## config.mk

```make
export PLATFORM = sky130hd
export DESIGN_NAME = axil_master_flat
export DESIGN_NICKNAME = d
export VERILOG_FILES = /design/src/rtl/axil_pkg.sv /design/src/rtl/axil_master_if.sv /design/src/rtl/axil_timeout.sv /design/src/rtl/axil_master.sv /design/src/flat_wrapper.sv
export SDC_FILE = /design/constraint.sdc
export NUM_CORES = 1
export LEC_CHECK = 0
export CORE_MARGIN = 3
export CORE_UTILIZATION = 45
export DETAILED_ROUTE_END_ITERATION = 10
export PLACE_DENSITY = 0.87
export SYNTH_ARGS = -nofsm -noshare
export SYNTH_HDL_FRONTEND = slang
export SYNTH_SLANG_ARGS = --single-unit
```

## constraint.sdc

```tcl
create_clock -name clk -period 5.5 [get_ports clk]
set_input_delay 0.55 -clock clk [delete_from_list [all_inputs] [get_ports clk]]
set_output_delay 0.55 -clock clk [all_outputs]
set_load 0.1 [all_outputs]
```

## src/rtl/axil_pkg.sv

```systemverilog
// Shared definitions for the AXI4-Lite master and its helpers:
// response codes, FSM state encoding and the timeout counter width.
package axil_pkg;

  localparam logic [1:0] RESP_OKAY   = 2'b00;
  localparam logic [1:0] RESP_EXOKAY = 2'b01;
  localparam logic [1:0] RESP_SLVERR = 2'b10;
  localparam logic [1:0] RESP_DECERR = 2'b11;

  localparam int TIMER_W = 16;

  typedef enum logic [2:0] {
    IDLE,
    WRITE,
    WRESP,
    READ,
    RDATA,
    RESP,
    DRAIN
  } state_t;

endpackage

```

## src/rtl/axil_master_if.sv

```systemverilog
// AXI4-Lite bus bundle: five channels, with master and slave views.
interface axil_master_if #(
  parameter int ADDR_W = 32
);

  logic [ADDR_W-1:0] awaddr;
  logic [2:0]        awprot;
  logic              awvalid;
  logic              awready;
  logic [31:0]       wdata;
  logic [3:0]        wstrb;
  logic              wvalid;
  logic              wready;
  logic [1:0]        bresp;
  logic              bvalid;
  logic              bready;
  logic [ADDR_W-1:0] araddr;
  logic [2:0]        arprot;
  logic              arvalid;
  logic              arready;
  logic [31:0]       rdata;
  logic [1:0]        rresp;
  logic              rvalid;
  logic              rready;

  modport master (
    output awaddr, awprot, awvalid, input awready,
    output wdata, wstrb, wvalid, input wready,
    input bresp, bvalid, output bready,
    output araddr, arprot, arvalid, input arready,
    input rdata, rresp, rvalid, output rready
  );

  modport slave (
    input awaddr, awprot, awvalid, output awready,
    input wdata, wstrb, wvalid, output wready,
    output bresp, bvalid, input bready,
    input araddr, arprot, arvalid, output arready,
    output rdata, rresp, rvalid, input rready
  );

endinterface

```

## src/rtl/axil_timeout.sv

```systemverilog
// Saturating cycle counter with a compare flag; a limit of zero never hits.
// Asserting clear and enable together restarts the count at one.
module axil_timeout import axil_pkg::*; #(
  parameter int W = TIMER_W
) (
  input  logic         clk,
  input  logic         reset,
  input  logic         clear,
  input  logic         enable,
  input  logic [W-1:0] limit,
  output logic         hit
);

  logic [W-1:0] count;
  logic [W-1:0] count_n;

  always_comb begin
    count_n = clear ? '0 : count;
    if (enable && count_n != '1) count_n = count_n + 1'b1;
  end

  always_ff @(posedge clk) begin
    if (reset) count <= '0;
    else       count <= count_n;
  end

  assign hit = (limit != '0) && (count == limit);

endmodule

```

## src/rtl/axil_master.sv

```systemverilog
// Single-outstanding AXI4-Lite initiator: turns a command/response port
// into AW/W/B or AR/R transactions, with a response timeout.
module axil_master import axil_pkg::*; #(
  parameter int         ADDR_W  = 32,
  parameter int         TIMEOUT = 1024,
  parameter logic [2:0] PROT    = 3'b000
) (
  input  logic              clk,
  input  logic              reset,
  input  logic              cmd_valid,
  output logic              cmd_ready,
  input  logic              cmd_write,
  input  logic [ADDR_W-1:0] cmd_addr,
  input  logic [31:0]       cmd_wdata,
  input  logic [3:0]        cmd_wstrb,
  output logic              rsp_valid,
  input  logic              rsp_ready,
  output logic [31:0]       rsp_rdata,
  output logic [1:0]        rsp_resp,
  output logic              rsp_timeout,
  axil_master_if.master     m
);

  localparam logic [TIMER_W-1:0] LIMIT = TIMER_W'(TIMEOUT);

  state_t            state, state_n;
  logic              write_q, write_n;
  logic [ADDR_W-1:0] addr_q, addr_n;
  logic [31:0]       wdata_q, wdata_n;
  logic [3:0]        wstrb_q, wstrb_n;
  logic              aw_q, aw_n, w_q, w_n, ar_q, ar_n, b_q, b_n, r_q, r_n;
  logic              rsp_valid_n, rsp_timeout_n;
  logic [31:0]       rsp_rdata_n;
  logic [1:0]        rsp_resp_n;
  logic              done_q, done_n;
  logic              accept, busy, hit, fire;
  logic              aw_hs, w_hs, ar_hs, b_hs, r_hs, rsp_hs;

  assign cmd_ready = (state == IDLE) && !reset;
  assign accept    = cmd_valid && cmd_ready;
  assign busy      = state inside {WRITE, WRESP, READ, RDATA};
  assign aw_hs     = aw_q && m.awready;
  assign w_hs      = w_q && m.wready;
  assign ar_hs     = ar_q && m.arready;
  assign b_hs      = b_q && m.bvalid;
  assign r_hs      = r_q && m.rvalid;
  assign rsp_hs    = rsp_valid && rsp_ready;

  axil_timeout #(.W(TIMER_W)) u_timeout (
    .clk    (clk),
    .reset  (reset),
    .clear  (state == IDLE),
    .enable (accept || busy),
    .limit  (LIMIT),
    .hit    (hit)
  );

  // A B/R handshake always beats a coincident timeout; after a timeout the
  // bus transaction is still finished in DRAIN and its result discarded.
  always_comb begin
    state_n       = state;
    write_n       = write_q;
    addr_n        = addr_q;
    wdata_n       = wdata_q;
    wstrb_n       = wstrb_q;
    aw_n          = aw_q && !aw_hs;
    w_n           = w_q && !w_hs;
    ar_n          = ar_q && !ar_hs;
    b_n           = b_q;
    r_n           = r_q;
    rsp_valid_n   = rsp_valid;
    rsp_rdata_n   = rsp_rdata;
    rsp_resp_n    = rsp_resp;
    rsp_timeout_n = rsp_timeout;
    done_n        = done_q;
    fire          = 1'b0;
    case (state)
      IDLE: begin
        if (accept) begin
          write_n = cmd_write;
          addr_n  = cmd_addr;
          wdata_n = cmd_wdata;
          wstrb_n = cmd_wstrb;
          aw_n    = cmd_write;
          w_n     = cmd_write;
          ar_n    = !cmd_write;
          done_n  = 1'b0;
          state_n = cmd_write ? WRITE : READ;
        end
      end
      WRITE: begin
        if (hit) fire = 1'b1;
        else if (!aw_n && !w_n) begin
          b_n     = 1'b1;
          state_n = WRESP;
        end
      end
      WRESP: begin
        if (b_hs) begin
          b_n           = 1'b0;
          rsp_valid_n   = 1'b1;
          rsp_rdata_n   = '0;
          rsp_resp_n    = m.bresp;
          rsp_timeout_n = 1'b0;
          state_n       = RESP;
        end else if (hit) fire = 1'b1;
      end
      READ: begin
        if (hit) fire = 1'b1;
        else if (ar_hs) begin
          r_n     = 1'b1;
          state_n = RDATA;
        end
      end
      RDATA: begin
        if (r_hs) begin
          r_n           = 1'b0;
          rsp_valid_n   = 1'b1;
          rsp_rdata_n   = m.rdata;
          rsp_resp_n    = m.rresp;
          rsp_timeout_n = 1'b0;
          state_n       = RESP;
        end else if (hit) fire = 1'b1;
      end
      RESP: begin
        if (rsp_hs) begin
          rsp_valid_n = 1'b0;
          state_n     = IDLE;
        end
      end
      DRAIN: begin
        if (rsp_hs) rsp_valid_n = 1'b0;
        if (b_hs || r_hs) begin
          b_n    = 1'b0;
          r_n    = 1'b0;
          done_n = 1'b1;
        end else if (!done_q && !aw_n && !w_n && !ar_n) begin
          b_n = write_q;
          r_n = !write_q;
        end
        if (done_n && !rsp_valid_n) state_n = IDLE;
      end
      default: state_n = IDLE;
    endcase
    if (fire) begin
      rsp_valid_n   = 1'b1;
      rsp_rdata_n   = '0;
      rsp_resp_n    = RESP_SLVERR;
      rsp_timeout_n = 1'b1;
      state_n       = DRAIN;
    end
  end

  always_ff @(posedge clk) begin
    if (reset) begin
      state       <= IDLE;
      write_q     <= 1'b0;
      addr_q      <= '0;
      wdata_q     <= '0;
      wstrb_q     <= '0;
      aw_q        <= 1'b0;
      w_q         <= 1'b0;
      ar_q        <= 1'b0;
      b_q         <= 1'b0;
      r_q         <= 1'b0;
      rsp_valid   <= 1'b0;
      rsp_rdata   <= '0;
      rsp_resp    <= '0;
      rsp_timeout <= 1'b0;
      done_q      <= 1'b0;
    end else begin
      state       <= state_n;
      write_q     <= write_n;
      addr_q      <= addr_n;
      wdata_q     <= wdata_n;
      wstrb_q     <= wstrb_n;
      aw_q        <= aw_n;
      w_q         <= w_n;
      ar_q        <= ar_n;
      b_q         <= b_n;
      r_q         <= r_n;
      rsp_valid   <= rsp_valid_n;
      rsp_rdata   <= rsp_rdata_n;
      rsp_resp    <= rsp_resp_n;
      rsp_timeout <= rsp_timeout_n;
      done_q      <= done_n;
    end
  end

  assign m.awaddr  = addr_q;
  assign m.awprot  = PROT;
  assign m.awvalid = aw_q;
  assign m.wdata   = wdata_q;
  assign m.wstrb   = wstrb_q;
  assign m.wvalid  = w_q;
  assign m.bready  = b_q;
  assign m.araddr  = addr_q;
  assign m.arprot  = PROT;
  assign m.arvalid = ar_q;
  assign m.rready  = r_q;

endmodule

```

## src/flat_wrapper.sv

```systemverilog
// flat-port wrapper written by rule: the top's interface ports become plain ports
module axil_master_flat import axil_pkg::*;
#(
  parameter int         ADDR_W  = 32,
  parameter int         TIMEOUT = 1024,
  parameter logic [2:0] PROT    = 3'b000
)
  (clk, reset, cmd_valid, cmd_ready, cmd_write, cmd_addr, cmd_wdata, cmd_wstrb, rsp_valid, rsp_ready, rsp_rdata, rsp_resp, rsp_timeout, m_awaddr, m_awprot, m_awvalid, m_awready, m_wdata, m_wstrb, m_wvalid, m_wready, m_bresp, m_bvalid, m_bready, m_araddr, m_arprot, m_arvalid, m_arready, m_rdata, m_rresp, m_rvalid, m_rready);
  axil_master_if #(.ADDR_W(ADDR_W)) m_i ();
  input  logic clk;
  input  logic reset;
  input  logic cmd_valid;
  output logic cmd_ready;
  input  logic cmd_write;
  input  logic [ADDR_W-1:0] cmd_addr;
  input  logic [31:0] cmd_wdata;
  input  logic [3:0] cmd_wstrb;
  output logic rsp_valid;
  input  logic rsp_ready;
  output logic [31:0] rsp_rdata;
  output logic [1:0] rsp_resp;
  output logic rsp_timeout;
  output wire logic [$bits(m_i.awaddr)-1:0] m_awaddr;
  output wire logic [$bits(m_i.awprot)-1:0] m_awprot;
  output wire logic [$bits(m_i.awvalid)-1:0] m_awvalid;
  input wire logic [$bits(m_i.awready)-1:0] m_awready;
  output wire logic [$bits(m_i.wdata)-1:0] m_wdata;
  output wire logic [$bits(m_i.wstrb)-1:0] m_wstrb;
  output wire logic [$bits(m_i.wvalid)-1:0] m_wvalid;
  input wire logic [$bits(m_i.wready)-1:0] m_wready;
  input wire logic [$bits(m_i.bresp)-1:0] m_bresp;
  input wire logic [$bits(m_i.bvalid)-1:0] m_bvalid;
  output wire logic [$bits(m_i.bready)-1:0] m_bready;
  output wire logic [$bits(m_i.araddr)-1:0] m_araddr;
  output wire logic [$bits(m_i.arprot)-1:0] m_arprot;
  output wire logic [$bits(m_i.arvalid)-1:0] m_arvalid;
  input wire logic [$bits(m_i.arready)-1:0] m_arready;
  input wire logic [$bits(m_i.rdata)-1:0] m_rdata;
  input wire logic [$bits(m_i.rresp)-1:0] m_rresp;
  input wire logic [$bits(m_i.rvalid)-1:0] m_rvalid;
  output wire logic [$bits(m_i.rready)-1:0] m_rready;
  assign m_awaddr = m_i.awaddr;
  assign m_awprot = m_i.awprot;
  assign m_awvalid = m_i.awvalid;
  assign m_i.awready = m_awready;
  assign m_wdata = m_i.wdata;
  assign m_wstrb = m_i.wstrb;
  assign m_wvalid = m_i.wvalid;
  assign m_i.wready = m_wready;
  assign m_i.bresp = m_bresp;
  assign m_i.bvalid = m_bvalid;
  assign m_bready = m_i.bready;
  assign m_araddr = m_i.araddr;
  assign m_arprot = m_i.arprot;
  assign m_arvalid = m_i.arvalid;
  assign m_i.arready = m_arready;
  assign m_i.rdata = m_rdata;
  assign m_i.rresp = m_rresp;
  assign m_i.rvalid = m_rvalid;
  assign m_rready = m_i.rready;
  axil_master #(.ADDR_W(ADDR_W), .TIMEOUT(TIMEOUT), .PROT(PROT)) u_core (.clk(clk), .reset(reset), .cmd_valid(cmd_valid), .cmd_ready(cmd_ready), .cmd_write(cmd_write), .cmd_addr(cmd_addr), .cmd_wdata(cmd_wdata), .cmd_wstrb(cmd_wstrb), .rsp_valid(rsp_valid), .rsp_ready(rsp_ready), .rsp_rdata(rsp_rdata), .rsp_resp(rsp_resp), .rsp_timeout(rsp_timeout), .m(m_i));
endmodule
```

==> metrics.md <==
| Metric | Value |
|---|---|
| Top_reg_cell synth | `dfxtp_1` |
| Register area share after synthesis | `0.4635` |
| Slew headroom | `0.2308` |
| CTS Buf Count | `17` |
| Post-route setup slack | `around 1900 ps` |
| Setup-violating endpoint count in the final report | `0` |
| Area of the multi-input gates | `around 2500 um2` |
| Post-detail-place hpwl | `between 10 and 15 mm` |
| Final TNS setup | `0 ps` |
| Gr ovfl total | `0` |
| Worst-case clock buffer depth | `2` |
| Number of H-tree levels | `4` |
| Fmax | `approximately 0.28 GHz` |
| Status | `complete, no violations` |
| Number of synthesized flops with an enable pin | `0` |
| GPL Wtd Cong | `between 0.8 and 0.9` |
| CP Capture Type | `primary output` |
| Ant diodes | `0` |
| CTS root buf | `clkbuf_16` |
| Clk Latency, worst-skew pair | `around 410 ps` |
| Critical path arrival | `approximately 3000 ps` |
| Fraction of layout cells with a size suffix above 1 | `0.05005` |
| Largest family of logic cells by synthesized area | `simple AND/OR/NAND/NOR gates` |
| Drt pass-1 iters | `5` |
| CP Launch Type | `flip-flop` |
| Least-Margin Pin Slew | `between 1000 and 1500 ps` |
| CTS clk-pin slew, worst paths | `roughly 50 ps` |
| Post-Syn Instances | `between 700 and 800` |
| Die Span Y | `about 120 um` |
| CP max stage cell | `clkdlybuf4s50_1` |
| Storage cell area | `approximately 2600 um2` |
| Place WS | `between 2000 and 2500 ps` |
| Final hold violation count | `0` |
| Starting density of the core | `0.4636` |
| First-pass GRT wire length | `approximately 27 mm` |
| Number of routed nets with antenna violations | `0` |
| Ys Warns | `0` |
| Starting DRT DRC Count | `approximately 380` |
| Post-Synth Simple-Gate Area | `0.2946` |
| Post-cts resize count | `0` |
| Placement row count | `40` |
| RSZ-0062 raised after global routing | `no` |
| Pins Over Slew Limit | `0` |
| Crit share post-route | `0.6480` |
| Hold WC Path Type | `reg2reg` |
| Synth top area share | `0.4635` |
| Static leakage | `between 0.003 and 0.004 uW` |
| Vias in the first global route | `about 5300` |
| Crit-path max FO | `25` |
| Final-stage net count | `just over 1000` |
| Setup Skew | `around 5.1 ps` |
| CP Class | `reg2out` |
| DR vias | `5619` |
| Remaining DRCs | `0` |
| PwrDens | `about 530 nW/um2` |
| I/O pin count | `about 260` |
| CTS Sinks | `130` |
| Post-synth top area cell | `dfxtp_1` |
| Top cells by count, synth | `nand2_1 (159), dfxtp_1 (130), nand3_1 (105), a21oi_1 (45), o21ai_0 (39)` |
| Mux contribution to synthesized area | `0.007353` |
| Hold Path Cell Cnt | `2` |
| Data required time of the worst path | `around 5000 ps` |
| Synth Area in Adders | `0.002228` |
| Crit-path cells | `or3_1 -> nor2_1 -> clkdlybuf4s50_1` |
| Filler instances | `948` |
| Total GRT Usage | `0.2356` |
| Core ar. | `12110 um2` |
| Max cap viols | `0` |
| Post-CTS setup buffers | `0` |
| Initial antenna violation count | `0` |
| DIE WIDTH | `~120 um` |
| Synth Area in Compound Gates | `0.1266` |
| Netlist Area Pre-Place | `roughly 5600 um2` |
| DIE AREA | `about 14000 um2` |
| CTS tree | `done` |
| Synthesized flop and latch total | `130` |
| Wire per inst | `about 16 um` |
| VDD IR max | `0.4528 mV` |
| DR vias/cell | `approximately 5.2` |
| Total power | `between 4000 and 5000 uW` |
| XOR/XNOR share of the synthesized area | `0.01404` |
| CTS Hold Bufs | `0` |
| Mean post-synth cell area | `approximately 7.9 um2` |
| Synth cell types | `between 50 and 60` |
| CP peak stage delay | `1150 ps` |
| Async SR Flop Fraction | `0` |
| Min Tclk post-route | `~3600 ps` |
| Largest net degree at the start of global routing | `77` |
| Synth area leaders | `dfxtp_1 (46%), nand2_1 (11%), nand3_1 (9.4%)` |
| Final wirelength | `between 15 and 20 mm` |
| Port-buffer cells | `about 260` |
| Most frequent cell after synthesis | `nand2_1` |
| Synthesis-to-finish area growth | `52.41%` |
| FF-to-FF path depth | `8` |
-- layout make-up --
type                       count  share of cell area
timing repair buffer         262              0.3044
tap                          168             0.02456
multi-input combinational    495              0.2959
sequential                   130              0.3041
clock inverter                10             0.01564
clock buffer                  20             0.05453
inverter                       2           0.0008772
-- cells in the final DEF (no fill, tap or decap), drive strengths merged, types with 4 or more instances in the layout --
cell type and n:
and3 9, nor4 5, buf 7, conb 6, and2 8, a31oi 5, clkdlybuf4s50 255, nand3 105
o21ai 40, nor2 27, or3 4, clkbuf 20, nor2b 7, o211ai 4, nand2 159, clkinv 5
dfxtp 130, and4 4, a21oi 45, nand4 7, nand2b 6, xnor2 6
-- worst paths after layout --
check                              end         startpoint  slack, ps
max                          cmd_ready    u_core.state[2]       1940
min                  u_core.m.wstrb[3]  u_core.m.wstrb[3]        450
max reg2reg  u_core.u_timeout.count[2]    u_core.state[2]       2180
min reg2reg          u_core.m.wstrb[3]  u_core.m.wstrb[3]        450
-- worst max-delay path: cells and delay by family (launching register included) --
family	cells	cell delay, ps
simple gates	2	970
flops	1	480
buf+inv	1	1150
-- cells by family (layout without fill, tap and decap cells) --
| group | after synthesis | in the layout |
|---|---|---|
| adder cells (fa/ha/maj) | 1 | 1 |
| AO/OA/AOI/OAI | 121 | 121 |
| AND/OR/NAND/NOR | 354 | 354 |
| flip-flops | 130 | 130 |
| multiplexers | 4 | 4 |
| buffers and inverters | 92 | 294 |
| XOR/XNOR | 9 | 9 |
| other | 1 | 6 |
-- layer usage --
metal,GRT usage,vias up,wire [um]
li1,-,2797,-
met1,0.2727,2550,6850
met2,0.4021,256,8266
met3,0.09515,16,1622
met4,0.06740,0,203
met5,0,-,0
-- stage by stage --
stage	std cells	hold slack, ps	area (um2)	util
detailed placement	1057	443.8	7958	0.6570
floorplan	717	450.4	5634	-
global placement	1057	440.6	7958	0.6570
CTS	1087	453.2	8558	0.7066
global route	1087	471.7	8558	0.7066
finish	1087	450.5	8558	0.7066
-- where the power goes --
| part | internal [uW] | total, uW | switching (uW) | leakage [uW] |
|---|---|---|---|---|
| Clock | 740 | 1140 | 404 | 0.000294 |
| Combinational | 488 | 2180 | 1690 | 0.00198 |
| Sequential | 1080 | 1190 | 107 | 0.00106 |
| Total | 2310 | 4510 | 2200 | 0.00333 |
-- registers in the layout (all words and copies together), names as in the netlist --
register and count:
u_core.m.araddr 32, u_core.m.arvalid 1, u_core.write_q 1, u_core.m.rready 1
u_core.m.awvalid 1, u_core.rsp_valid 1, u_core.m.wstrb 4, u_core.m.wdata 32
u_core.u_timeout.count 16, u_core.m.bready 1, u_core.done_q 1, u_core.rsp_resp 2
u_core.m.wvalid 1, u_core.state 3, u_core.rsp_rdata 32, u_core.rsp_timeout 1
Note: power is estimated with default switching activity, not from simulation.
